==> src/rtl/z16_pkg.sv <==
// z16_pkg: shared constants for the Z16 data-memory path.
//   Z16_ADDR_W / Z16_DATA_W : word address and data widths
//   PORT_CPU / PORT_DMA     : arbiter port indices (CPU load/store, DMA/debug)
//   Z16_RUN_W               : width of the burst run counter
package z16_pkg;

  localparam int Z16_ADDR_W = 16;
  localparam int Z16_DATA_W = 16;

  localparam int PORT_CPU = 0;
  localparam int PORT_DMA = 1;

  localparam int Z16_RUN_W = 4;

endpackage

==> src/rtl/z16_rr_pick.sv <==
// z16_rr_pick: combinational 2-way round-robin picker with burst hold.
//   req[1:0]        : per-port request
//   last_gnt        : port granted most recently
//   run_cnt         : consecutive grants given to last_gnt
//   prev_gnt_valid  : a grant was issued in the previous cycle
//   gnt[1:0]        : one-hot grant (all zero when nobody requests)
module z16_rr_pick
  import z16_pkg::*;
#(
  parameter int MAX_BURST = 4
) (
  input  logic [1:0]           req,
  input  logic                 last_gnt,
  input  logic [Z16_RUN_W-1:0] run_cnt,
  input  logic                 prev_gnt_valid,
  output logic [1:0]           gnt
);

  localparam logic [Z16_RUN_W-1:0] MAX_BURST_C = Z16_RUN_W'(MAX_BURST);

  logic win;

  always_comb begin
    gnt = 2'b00;
    win = 1'b0;
    unique case (req)
      2'b01: gnt = 2'b01;
      2'b10: gnt = 2'b10;
      2'b11: begin
        // Keep the current owner only while its burst is still live (it was
        // granted last cycle and has not used up its run); otherwise rotate.
        if (prev_gnt_valid && (run_cnt < MAX_BURST_C)) begin
          win = last_gnt;
        end else begin
          win = ~last_gnt;
        end
        gnt = win ? 2'b10 : 2'b01;
      end
      default: gnt = 2'b00;
    endcase
  end

endmodule

==> src/rtl/z16_dmem_arbiter.sv <==
// z16_dmem_arbiter: shares the single-ported Z16 data memory between the CPU
// load/store unit (port 0) and a DMA/debug master (port 1).
//   i_clk, i_rst_n            : clock (rising edge), async active-low reset
//   i_pN_req/wen/addr/wdata   : port N access request (held until granted)
//   o_pN_gnt                  : combinational grant for port N
//   o_pN_rvalid / o_pN_rdata  : registered read response, 1 cycle after grant
//   o_mem_addr/wen/wdata      : memory pins, muxed from the granted port
//   i_mem_rdata               : memory read data (combinational on address)
module z16_dmem_arbiter
  import z16_pkg::*;
#(
  parameter int MAX_BURST = 4
) (
  input  logic                  i_clk,
  input  logic                  i_rst_n,
  input  logic                  i_p0_req,
  input  logic                  i_p0_wen,
  input  logic [Z16_ADDR_W-1:0] i_p0_addr,
  input  logic [Z16_DATA_W-1:0] i_p0_wdata,
  input  logic                  i_p1_req,
  input  logic                  i_p1_wen,
  input  logic [Z16_ADDR_W-1:0] i_p1_addr,
  input  logic [Z16_DATA_W-1:0] i_p1_wdata,
  output logic                  o_p0_gnt,
  output logic                  o_p1_gnt,
  output logic                  o_p0_rvalid,
  output logic                  o_p1_rvalid,
  output logic [Z16_DATA_W-1:0] o_p0_rdata,
  output logic [Z16_DATA_W-1:0] o_p1_rdata,
  output logic [Z16_ADDR_W-1:0] o_mem_addr,
  output logic                  o_mem_wen,
  output logic [Z16_DATA_W-1:0] o_mem_wdata,
  input  logic [Z16_DATA_W-1:0] i_mem_rdata
);

  localparam logic [Z16_RUN_W-1:0] MAX_BURST_C = Z16_RUN_W'(MAX_BURST);

  logic [1:0]            req;
  logic [1:0]            gnt;
  logic [1:0]            wen;
  logic [Z16_ADDR_W-1:0] addr  [2];
  logic [Z16_DATA_W-1:0] wdata [2];

  logic                  any_gnt;
  logic                  gnt_port;

  logic                  last_gnt_q, last_gnt_d;
  logic [Z16_RUN_W-1:0]  run_cnt_q, run_cnt_d;
  logic                  prev_gnt_valid_q, prev_gnt_valid_d;

  logic                  rvalid_q [2];
  logic                  rvalid_d [2];
  logic [Z16_DATA_W-1:0] rdata_q  [2];
  logic [Z16_DATA_W-1:0] rdata_d  [2];

  assign req             = {i_p1_req, i_p0_req};
  assign wen             = {i_p1_wen, i_p0_wen};
  assign addr[PORT_CPU]  = i_p0_addr;
  assign addr[PORT_DMA]  = i_p1_addr;
  assign wdata[PORT_CPU] = i_p0_wdata;
  assign wdata[PORT_DMA] = i_p1_wdata;

  z16_rr_pick #(
    .MAX_BURST (MAX_BURST)
  ) u_pick (
    .req            (req),
    .last_gnt       (last_gnt_q),
    .run_cnt        (run_cnt_q),
    .prev_gnt_valid (prev_gnt_valid_q),
    .gnt            (gnt)
  );

  assign any_gnt  = |gnt;
  assign gnt_port = gnt[PORT_DMA];
  assign o_p0_gnt = gnt[PORT_CPU];
  assign o_p1_gnt = gnt[PORT_DMA];

  // Memory pins idle at zero so the memory never sees a stray write.
  always_comb begin
    o_mem_addr  = '0;
    o_mem_wen   = 1'b0;
    o_mem_wdata = '0;
    if (any_gnt) begin
      o_mem_addr  = addr[gnt_port];
      o_mem_wen   = wen[gnt_port];
      o_mem_wdata = wdata[gnt_port];
    end
  end

  // Arbitration state: a run continues only across back-to-back grants to
  // the same port; any idle cycle or port change restarts it.
  always_comb begin
    last_gnt_d       = last_gnt_q;
    run_cnt_d        = '0;
    prev_gnt_valid_d = any_gnt;
    if (any_gnt) begin
      last_gnt_d = gnt_port;
      if (prev_gnt_valid_q && (gnt_port == last_gnt_q)) begin
        run_cnt_d = (run_cnt_q >= MAX_BURST_C) ? MAX_BURST_C : run_cnt_q + 1'b1;
      end else begin
        run_cnt_d = Z16_RUN_W'(1);
      end
    end
  end

  always_ff @(posedge i_clk or negedge i_rst_n) begin
    if (!i_rst_n) begin
      last_gnt_q       <= 1'b1;  // port 0 wins the first contention
      run_cnt_q        <= '0;
      prev_gnt_valid_q <= 1'b0;
    end else begin
      last_gnt_q       <= last_gnt_d;
      run_cnt_q        <= run_cnt_d;
      prev_gnt_valid_q <= prev_gnt_valid_d;
    end
  end

  // Per-port read capture: memory data is sampled at the grant edge and
  // held until that port's next read.
  for (genvar gi = 0; gi < 2; gi++) begin : g_port
    always_comb begin
      rvalid_d[gi] = gnt[gi] & ~wen[gi];
      rdata_d[gi]  = rvalid_d[gi] ? i_mem_rdata : rdata_q[gi];
    end

    always_ff @(posedge i_clk or negedge i_rst_n) begin
      if (!i_rst_n) begin
        rvalid_q[gi] <= 1'b0;
        rdata_q[gi]  <= '0;
      end else begin
        rvalid_q[gi] <= rvalid_d[gi];
        rdata_q[gi]  <= rdata_d[gi];
      end
    end
  end

  assign o_p0_rvalid = rvalid_q[PORT_CPU];
  assign o_p1_rvalid = rvalid_q[PORT_DMA];
  assign o_p0_rdata  = rdata_q[PORT_CPU];
  assign o_p1_rdata  = rdata_q[PORT_DMA];

endmodule

==> config.mk <==
export PLATFORM = sky130hd
export DESIGN_NAME = z16_dmem_arbiter
export DESIGN_NICKNAME = d
export VERILOG_FILES = /design/src/rtl/z16_pkg.sv /design/src/rtl/z16_rr_pick.sv /design/src/rtl/z16_dmem_arbiter.sv
export SDC_FILE = /design/constraint.sdc
export NUM_CORES = 1
export LEC_CHECK = 0
export BUFFER_PORTS_ARGS = -buffer_cell sky130_fd_sc_hd__buf_4
export CORE_ASPECT_RATIO = 1.4
export CORE_UTILIZATION = 25
export DETAILED_ROUTE_END_ITERATION = 12
export GPL_ROUTABILITY_DRIVEN = 0
export PLACE_DENSITY = 0.67
export SLEW_MARGIN = 20
export SYNTH_ARGS = -nofsm -noshare
export SYNTH_HDL_FRONTEND = slang
export SYNTH_HIERARCHICAL = 1
export SYNTH_SLANG_ARGS = --single-unit
export TNS_END_PERCENT = 50
==> constraint.sdc <==
create_clock -name i_clk -period 1.8 [get_ports i_clk]
set_input_delay 0.18 -clock i_clk [delete_from_list [all_inputs] [get_ports i_clk]]
set_output_delay 0.18 -clock i_clk [all_outputs]
set_load 0.03 [all_outputs]
==> results.toml <==
[cts]
cts_tree = "yes"
cts_sinks = 40
clk-insertion-delay-late_ps = 280
cts_buffer_depth = 2
htreeDepth = 2
cts.clk_slew.worst_paths_ps = 70
root_buffer = "clkbuf_8"
cts_buffers = 5

[setup_path]
arrival_ps = 1980
worst_setup_path_end_kind = "output port"
path_class = "flip-flop to output port"
cp_data_required_time_ps = 1620
critPathLaunchType = "flip-flop"
path_max_fanout = 5

[synth]
ys.flop_type = "dfrtp_1"
synth_cells = 141
synthArstFlopShare = 1.000
synth_cell_types = 27
ys.warnings.count = 6
synth-edff-count = 0
ys_seq_elements = 40
synth_nets = 228
avgSynthCellArea_um2 = 13.43
synth.most_common_cell = "dfrtp_1"
synth.area.top_cells = "dfrtp_1 52%, mux2_2 19%, a22o_1 15%, buf_2 1.6%, dfstp_2 1.4%"
yosys.area.top_type = "dfrtp_1"
synth_top_area_share = 0.5155
yosys-top-cells-count = "39 x dfrtp_1, 33 x a22o_1, 32 x mux2_2"
seq_area_frac_synth = 0.5294
netlist_area_mm2 = 0.001893

[power]
max-vdd-ir-drop_v = 0.0004611
p_leak_nw = 2.041
pwr-share-seq = 0.283
switchingPower_w = 0.001665
total_power_w = 0.004480
clkPwrFrac = 0.156
powerDensity_mw_per_mm2 = 1120
p_int_w = 0.002815
p_comb_frac = 0.561
switching_share = 0.3717

[sta]
rsz0062_at_grt = "yes"
setup_ws_ps = -360.7
clock-skew-final_ps = 3.777
finalMaxSlewViolations = 0
fmax_ghz = 0.4628
min_period_over_period = 1.200
setup_viol = 67
finalCriticalPeriod_ps = 2161
report.final.hold_viol_count = 0

[route]
drc_errors = 0
drt_iter0_drc = 22
ant_nets = 0
routed_wl_mm = 5.949
routed_via_density = 4.616
drt-pass1-iter-count = 3
vias = 1897
wl_per_cell_um = 14.47

[global_routing]
grt_first_pass_wirelength_mm = 8.597
grt_pass1_vias = 1952
grt_overflow = 0
grt_max_degree = 41
antenna_found_initial = 0
grt_use_total = 0.1407

[layout]
post-route-util = 0.5436
nets = 400
antenna_cells = 0
area_growth_pct = 111.4
fin_cells = 411
final_layout_size_suffix_gt1_frac = 0.8089

[outcome]
violations = "negative setup slack"
status = "finished, violations left"

[job]
max-cap-violations = 0

[floorplanning]
rows = 37
ios = 155
coreArea_mm2 = 0.007361
initial_utilization = 0.2572
die_area_mm2 = 0.007929
die_w_um = 75.55
die-height_um = 105.0

[min_path]
hp-class = "input port to flip-flop"

[placement]
dp.cells = 394
numPortBuffers = 154
-- power by group through the flow --
stage	Combinational, W	Clock [W]	Sequential [W]
6_report	0.00251	0.000699	0.00127
5_1_grt	0.00265	0.000774	0.00130
4_1_cts	0.00244	0.000731	0.00126
3_5_place_dp	0.00223	0	0.00128
3_3_place_gp	0.00221	0	0.00127
2_1_floorplan	0.000946	0	0.00170
-- path summary, 6_finish.rpt --
path | startpoint | to | slack (ps) | cells after the start
setup / recovery | prev_gnt_valid_q$_DFF_PN0_ | o_mem_wdata[10] | -360 | 9
hold / removal | i_mem_rdata[14] | o_p0_rdata[14]$_DFFE_PN0P_ | 130 | 2
setup reg to reg | run_cnt_q[3]$_DFF_PN0_ | run_cnt_q[1]$_DFF_PN0_ | -200 | 7
hold reg to reg | o_p1_rdata[12]$_DFFE_PN0P_ | o_p1_rdata[12]$_DFFE_PN0P_ | 510 | 1
max in group asynchronous | i_rst_n | last_gnt_q$_DFFE_PN1N_ | 1020 | 2
min in group asynchronous | i_rst_n | o_p1_rdata[11]$_DFFE_PN0P_ | 420 | 2
-- per-stage QoR --
step	hold slack, ps	TNS, ps	cell area [µm²]	setup WS, ps
2_1_floorplan	-115.6	-8097	2207	-172.6
4_1_cts	122.7	-15450	3920	-390.7
5_1_grt	115.2	-20190	4001	-461.9
3_5_place_dp	182.9	-4163	3545	-124.1
6_report	132.8	-14040	4001	-360.7
3_3_place_gp	180.9	-2414	3545	-85.51
-- registers in the layout, indices dropped and copies added (netlist names) --
register / count
o_p1_rvalid: 1
prev_gnt_valid_q: 1
run_cnt_q: 4
last_gnt_q: 1
o_p1_rdata: 16
o_p0_rvalid: 1
o_p0_rdata: 16
-- layout make-up --
| class | count | area, µm² |
|---|---|---|
| Clock buffer | 6 | 72.57 |
| Tap cell | 97 | 121.4 |
| Inverter | 4 | 15.01 |
| Clock inverter | 2 | 35.03 |
| Multi-Input combinational cell | 85 | 1182 |
| Fill cell | 636 | 3359 |
| Timing Repair Buffer | 177 | 1573 |
| Sequential cell | 40 | 1002 |
-- kinds of logic after synthesis --
| logic type | after synthesis | share of synthesized area |
|---|---|---|
| xor gates and xnor gates | 2 | 0.009255 |
| buffers and inverters | 16 | 0.05089 |
| muxes | 32 | 0.1904 |
| adders and majority gates | 1 | 0.006608 |
| and+or+nand+nor | 9 | 0.03041 |
| DFF | 40 | 0.5294 |
| other | 1 | 0.001981 |
| AOI/OAI and AO/OA | 40 | 0.1811 |
-- layer usage --
layer / part of all wire / track usage / vias up
met4: 0.0091 / 0.03968 / 0
met1: 0.36 / 0.1418 / 900
met3: 0.10 / 0.03954 / 7
met5: 0 / 0 / -
met2: 0.53 / 0.2672 / 120
li1: - / - / 870
-- worst max-delay path, cell delays in order (launching register included) --
cell and delay (ps):
dfrtp_1 380, nor3b_2 160, xor2_1 160, buf_4 140
a21oi_4 170, nor2b_4 70, buf_6 130, buf_12 130
a22o_4 210, buf_6 130
-- cells in the final DEF, fill, tap and decap left out, drive strengths merged, types with 2 or more instances in the layout --
cell    instances
dfrtp          39
buf           175
mux2           32
clkbuf          7
nor2b           2
a21oi           2
inv             4
nand2           2
a22o           33
-- timing repair --
item | CTS | global route
setup buffers | 7 | 0
endpoints found under the setup margin | 67 | 71
hold buffers | 1 | 0
endpoints found under the hold margin | 39 | 0
cloned | 2 | 1
gates resized for setup | 46 | 20
pin swaps | 4 | 4
(Power assumes the default switching activity.)
